File: config.mk
export PLATFORM = sky130hd
export DESIGN_NAME = ysyx_22050019_axi_arbiter
export DESIGN_NICKNAME = d
export VERILOG_FILES = /design/src/rtl/ysyx_22050019_axi_pkg.sv /design/src/rtl/ysyx_22050019_rr_arb2.sv /design/src/rtl/ysyx_22050019_axi_arbiter.sv
export SDC_FILE = /design/constraint.sdc
export NUM_CORES = 1
export LEC_CHECK = 0
export BUFFER_PORTS_ARGS = -buffer_cell sky130_fd_sc_hd__buf_4
export CAP_MARGIN = 10
export CORE_AREA = 2 2 267 269
export DETAILED_ROUTE_END_ITERATION = 10
export DIE_AREA = 0 0 269 271
export SLEW_MARGIN = 20
export SYNTH_ARGS = -nofsm -noshare
export SYNTH_HDL_FRONTEND = slang
export SYNTH_SLANG_ARGS = --single-unit
File: constraint.sdc
create_clock -name clk -period 2.8 [get_ports clk]
set_input_delay 0.28 -clock clk [delete_from_list [all_inputs] [get_ports clk]]
set_output_delay 0.28 -clock clk [all_outputs]
set_load 0.02 [all_outputs]
File: src/rtl/ysyx_22050019_axi_pkg.sv
// ysyx_22050019_axi_pkg: shared state encoding, read-grant ids and AXI resp codes for the arbiter
package ysyx_22050019_axi_pkg;
   localparam logic [2:0] S_IDLE   = 3'd0;
   localparam logic [2:0] S_IFU_R  = 3'd1;
   localparam logic [2:0] S_LSU_R  = 3'd2;
   localparam logic [2:0] S_LSU_AW = 3'd3;
   localparam logic [2:0] S_LSU_W  = 3'd4;
   localparam logic [2:0] S_LSU_B  = 3'd5;
   localparam logic GNT_IFU = 1'b0;
   localparam logic GNT_LSU = 1'b1;
   localparam logic [1:0] OKAY   = 2'b00;
   localparam logic [1:0] SLVERR = 2'b10;
endpackage

File: src/rtl/ysyx_22050019_rr_arb2.sv
// ysyx_22050019_rr_arb2: two-way round-robin picker, req[0]=IFU req[1]=LSU, one-hot gnt
module ysyx_22050019_rr_arb2
   import ysyx_22050019_axi_pkg::*;
(
   input  logic [1:0] req,
   input  logic       last,
   output logic [1:0] gnt
);
   always_comb begin
      gnt[0] = req[0] & (~req[1] | (last == GNT_LSU));
      gnt[1] = req[1] & (~req[0] | (last == GNT_IFU));
   end
endmodule

File: src/rtl/ysyx_22050019_axi_arbiter.sv
// ysyx_22050019_axi_arbiter: shares one AXI-lite slave between IFU (read) and LSU (read/write),
// one single-beat transaction at a time, writes first, reads round-robin.
module ysyx_22050019_axi_arbiter
   import ysyx_22050019_axi_pkg::*;
#(
   parameter int ADDR_W = 64,
   parameter int DATA_W = 64
) (
   input  logic                clk,
   input  logic                rst,
   input  logic                ifu_ar_valid,
   output logic                ifu_ar_ready,
   input  logic [ADDR_W-1:0]   ifu_ar_addr,
   output logic                ifu_r_valid,
   input  logic                ifu_r_ready,
   output logic [DATA_W-1:0]   ifu_r_data,
   output logic [1:0]          ifu_r_resp,
   input  logic                lsu_ar_valid,
   output logic                lsu_ar_ready,
   input  logic [ADDR_W-1:0]   lsu_ar_addr,
   output logic                lsu_r_valid,
   input  logic                lsu_r_ready,
   output logic [DATA_W-1:0]   lsu_r_data,
   output logic [1:0]          lsu_r_resp,
   input  logic                lsu_aw_valid,
   output logic                lsu_aw_ready,
   input  logic [ADDR_W-1:0]   lsu_aw_addr,
   input  logic                lsu_w_valid,
   output logic                lsu_w_ready,
   input  logic [DATA_W-1:0]   lsu_w_data,
   input  logic [DATA_W/8-1:0] lsu_w_strb,
   output logic                lsu_b_valid,
   input  logic                lsu_b_ready,
   output logic [1:0]          lsu_b_resp,
   output logic                m_ar_valid,
   input  logic                m_ar_ready,
   output logic [ADDR_W-1:0]   m_ar_addr,
   input  logic                m_r_valid,
   output logic                m_r_ready,
   input  logic [DATA_W-1:0]   m_r_data,
   input  logic [1:0]          m_r_resp,
   output logic                m_aw_valid,
   input  logic                m_aw_ready,
   output logic [ADDR_W-1:0]   m_aw_addr,
   output logic                m_w_valid,
   input  logic                m_w_ready,
   output logic [DATA_W-1:0]   m_w_data,
   output logic [DATA_W/8-1:0] m_w_strb,
   input  logic                m_b_valid,
   output logic                m_b_ready,
   input  logic [1:0]          m_b_resp
);
   logic [2:0] state, state_nxt;
   logic       last_rd_grant, last_nxt;
   logic [1:0] gnt;
   logic       aw_ph, ar_ph, ifu_own, lsu_own, w_ph, b_ph;

   ysyx_22050019_rr_arb2 u_rr (
      .req  ({lsu_ar_valid, ifu_ar_valid}),
      .last (last_rd_grant),
      .gnt  (gnt)
   );

   always_ff @(posedge clk) begin
      if (rst) begin
         state         <= S_IDLE;
         last_rd_grant <= GNT_LSU;
      end else begin
         state         <= state_nxt;
         last_rd_grant <= last_nxt;
      end
   end

   always_comb begin
      state_nxt = state;
      last_nxt  = last_rd_grant;
      case (state)
         S_IDLE:
            if (lsu_aw_valid) state_nxt = m_aw_ready ? S_LSU_W : S_LSU_AW;
            else if (m_ar_valid & m_ar_ready) begin
               state_nxt = gnt[1] ? S_LSU_R : S_IFU_R;
               last_nxt  = gnt[1] ? GNT_LSU : GNT_IFU;
            end
         S_LSU_AW: state_nxt = (m_aw_valid & m_aw_ready) ? S_LSU_W : S_LSU_AW;
         S_IFU_R:  state_nxt = (m_r_valid & m_r_ready) ? S_IDLE : S_IFU_R;
         S_LSU_R:  state_nxt = (m_r_valid & m_r_ready) ? S_IDLE : S_LSU_R;
         S_LSU_W:  state_nxt = (m_w_valid & m_w_ready) ? S_LSU_B : S_LSU_W;
         S_LSU_B:  state_nxt = (m_b_valid & m_b_ready) ? S_IDLE : S_LSU_B;
         default:  state_nxt = S_IDLE;
      endcase
   end

   // every phase is masked by rst so no handshake leaks out while in reset
   always_comb begin
      aw_ph        = ~rst & (((state == S_IDLE) & lsu_aw_valid) | (state == S_LSU_AW));
      ar_ph        = ~rst & (state == S_IDLE) & ~lsu_aw_valid;
      ifu_own      = ~rst & (state == S_IFU_R);
      lsu_own      = ~rst & (state == S_LSU_R);
      w_ph         = ~rst & (state == S_LSU_W);
      b_ph         = ~rst & (state == S_LSU_B);
      m_aw_valid   = aw_ph & lsu_aw_valid;
      m_aw_addr    = aw_ph ? lsu_aw_addr : '0;
      lsu_aw_ready = aw_ph & m_aw_ready;
      m_ar_valid   = ar_ph & (|gnt);
      m_ar_addr    = (ar_ph & gnt[1]) ? lsu_ar_addr : (ar_ph & gnt[0]) ? ifu_ar_addr : '0;
      ifu_ar_ready = ar_ph & gnt[0] & m_ar_ready;
      lsu_ar_ready = ar_ph & gnt[1] & m_ar_ready;
      m_r_ready    = ifu_own ? ifu_r_ready : lsu_own ? lsu_r_ready : 1'b0;
      ifu_r_valid  = ifu_own & m_r_valid;
      ifu_r_data   = ifu_own ? m_r_data : '0;
      ifu_r_resp   = ifu_own ? m_r_resp : OKAY;
      lsu_r_valid  = lsu_own & m_r_valid;
      lsu_r_data   = lsu_own ? m_r_data : '0;
      lsu_r_resp   = lsu_own ? m_r_resp : OKAY;
      m_w_valid    = w_ph & lsu_w_valid;
      m_w_data     = w_ph ? lsu_w_data : '0;
      m_w_strb     = w_ph ? lsu_w_strb : '0;
      lsu_w_ready  = w_ph & m_w_ready;
      m_b_ready    = b_ph & lsu_b_ready;
      lsu_b_valid  = b_ph & m_b_valid;
      lsu_b_resp   = b_ph ? m_b_resp : OKAY;
   end
endmodule

==> flow_summary.ini <==
[run_status]
outcome = complete, no violations

[synthesis]
synth-async-reset-ratio_pct = 0
synth_ff_type = dfxtp_1
syn_area_sq_mm = 0.002939
synth_edf_count = 0
synth-seq-cells = 4
postSynthAreaPerCell_sq_um = 6.649
synthDistinctLibCells = 38
synth_cells = 442
yosysSeqAreaShare_pct = 2.725
ys_warn_count = 0
synthesis.nets = 788

[sta]
final.setup.tns_ns = 0
min_period_ns = 2.472
slew_headroom_pct = 63.53
slew_violations = 0
max_freq_mhz = 404.5
rsz0062_at_grt = false
setup_viol = 0
final-hold-violation-count = 0
worstMarginPinSlew_ns = 0.5471
fin_ws_ns = 0.3280
period_share_pct = 88.28
skew_ns = 0.0003404

[cells_and_area]
nets = 1454
final_layout_size_suffix_gt1_share_pct = 65.10
fin_util_pct = 13.46
ff_latch_area_sq_um = 80.08
multiInputGateArea_sq_mm = 0.002648
fill_cells = 8057
layoutNonFillerInstCount = 2061
syn_to_final_growth_pct = 219.6

[global_route]
gr-usage-met1_pct = 8.704
gr-usage-met2_pct = 15.55
grt.total_usage_pct = 8.752
grt_pass1_vias = 5639
grt_max_degree = 76
antenna_found_initial = 32
grt_use_met3_pct = 5.215
grt_busiest_layer = met2
grt.overflow.total = 0
grt_pass1_wl_um = 43240

[worst_setup_path]
crit_arrival_ns = 2.19
crit_path_top_delay_cell = and4b_2
worstPathCellList = nor3_1 > and4b_2 > buf_4 > a22o_1 > buf_4
cp-end-kind = primary output
path_buf_inv = 2
critPathMaxStageDelay_ns = 0.63
cp_common_cell = buf_4
critPathLaunchType = flop
cp_top_family = simple AND/OR/NAND/NOR gates
critical_path_class = flop to primary output
crit_fanout = 20
critPathRequiredTime_ns = 2.52

[route]
drc = 0
ant_nets = 0
num_vias = 6026
wl_um = 35710
vias_per_cell = 2.924
wire_per_inst_um = 17.32
drt_iter0_markers = 232
firstDrtPassIters = 4

[clock_network]
clock-root-buffer = clkbuf_16
cts_buffers = 3
clock_sinks = 4
clk_pin_slew_worst_paths_ns = 0.03
cts_resized = 0
post_cts_buffers = 0
hold_buffers = 0
cts_tree = yes
clk_latency_ns = 0.22
clk_path_buf_depth = 2
h-tree-depth = 1

[floorplan]
initial_core_util_pct = 4.212
die_x_um = 269
die_area_sq_mm = 0.07290
dieHeight_um = 271
core_area_sq_mm = 0.06979
placementRows = 97
io_pins = 692

[pwr]
p_sw_uw = 1120
pwr-share-comb_pct = 87.0
clkPwrFrac_pct = 9.3
p_per_area_mw_per_mm2 = 251.7
worst_ir_drop_vdd_uv = 215.0
p_sw_share_pct = 47.36
cell_internal_pwr_uw = 1245
finalPower_uw = 2365
leakagePower_uw = 0.004848
pwr-share-seq_pct = 3.7

[placed_design]
dpl.hpwl_um = 32630
place.gp.congestion = 0.8619
place.port_buffers = 691
place_ws_ns = 0.5533
numPlacedInstances = 2043

[min_path]
hold_path.class = input pin to flop

[job]
drv_cap = 0
==> state kept, by name, summed over array words and instances (netlist names) <==
register and cells:
last_rd_grant 1, state 3
==> worst paths after layout <==
path | startpoint | to | slack (ns) | depth (start not counted)
worst min-delay path | lsu_r_ready | state[1]$_SDFFE_PP0P_ | 0.40 | 3
worst max-delay path | state[2]$_SDFFE_PP0P_ | m_ar_addr[47] | 0.33 | 5
worst min register to register | last_rd_grant$_SDFFE_PP1P_ | last_rd_grant$_SDFFE_PP1P_ | 0.47 | 1
worst max register to register | state[2]$_SDFFE_PP0P_ | last_rd_grant$_SDFFE_PP1P_ | 0.81 | 4
==> synthesized netlist by cell type, types with 2 or more instances <==
master    instances  share of area [%]
a211o_1           2               0.60
a21oi_1           2               0.34
a22o_1           64                 19
a31oi_1           3               0.64
and2_1          279                 59
buf_2            17                2.9
buf_4             2               0.51
clkbuf_1         18                2.3
clkbuf_2         10                1.7
dfxtp_1           4                2.7
inv_1             3               0.38
nand2_1           6               0.77
nand2b_1          2               0.43
nor2_1            3               0.38
nor3_1            2               0.34
nor3b_1           2               0.51
o21ai_0           2               0.34
==> worst register-to-register path: stages (launching register included) <==
cell     delay (ns)
dfxtp_1        0.45
nor3_1         0.31
and4b_2        0.63
nand2_1        0.17
a211o_1        0.31
==> routing by layer <==
metal  vias to the layer above  routed length (um)  part of all wire [%]
met5                         -                 140                  0.39
met4                        22                 584                   1.6
met3                        48                5600                    16
met2                       476               16930                    47
met1                      2669               12450                    35
li1                       2811                   -                     -
==> cells by family (layout without fill, tap and decap cells) <==
| group | Yosys count | count (layout) | synth area share, % |
|---|---|---|---|
| buffers and inverters | 50 | 714 | 7.790 |
| and+or+nand+nor | 307 | 307 | 65.86 |
| other | 0 | 15 | 0 |
| AOI/OAI and AO/OA | 81 | 81 | 23.63 |
| DFF | 4 | 4 | 2.725 |
==> per-stage QoR <==
step,hold slack [ns],instance area (sq um)
floorplan,0.4448,2939
global placement,0.4624,9280
detailed placement,0.4691,9280
CTS,0.4006,9355
global route,0.4180,9360
finish,0.4000,9393
==> layout by cell type, fill, tap and decap left out, drive strengths merged, types with 2 or more instances in the layout <==
cell    netlist  layout
or2           2       2
a21oi         2       2
a31oi         3       3
nor2          4       4
inv           3       3
dfxtp         4       4
buf          19     708
and2        279     279
a211o         2       2
clkbuf       28       3
a22o         64      64
nand2b        2       2
nor3          3       3
nor3b         2       2
nor4          2       2
o21ai         2       2
nand2         7       7
diode         0      15
==> area by class of cell <==
type	instances	share of cell area, %
Sequential cell	4	0.8525
Multi-Input combinational cell	388	28.19
Tap cell	940	12.52
Inverter	3	0.1199
Timing Repair Buffer	708	57.12
Clock buffer	3	0.7993
Antenna cell	15	0.3996
==> power by group through the flow <==
| stage | combinational, uW | sequential [uW] | clock, uW |
|---|---|---|---|
| floorplan | 959 | 81.6 | 0 |
| global placement | 2070 | 86.6 | 0 |
| detailed placement | 2080 | 87.3 | 0 |
| CTS | 2080 | 86.2 | 222 |
| global route | 2190 | 89.0 | 227 |
| finish | 2060 | 86.9 | 220 |
No activity file was read; power rests on OpenSTA's default activity.
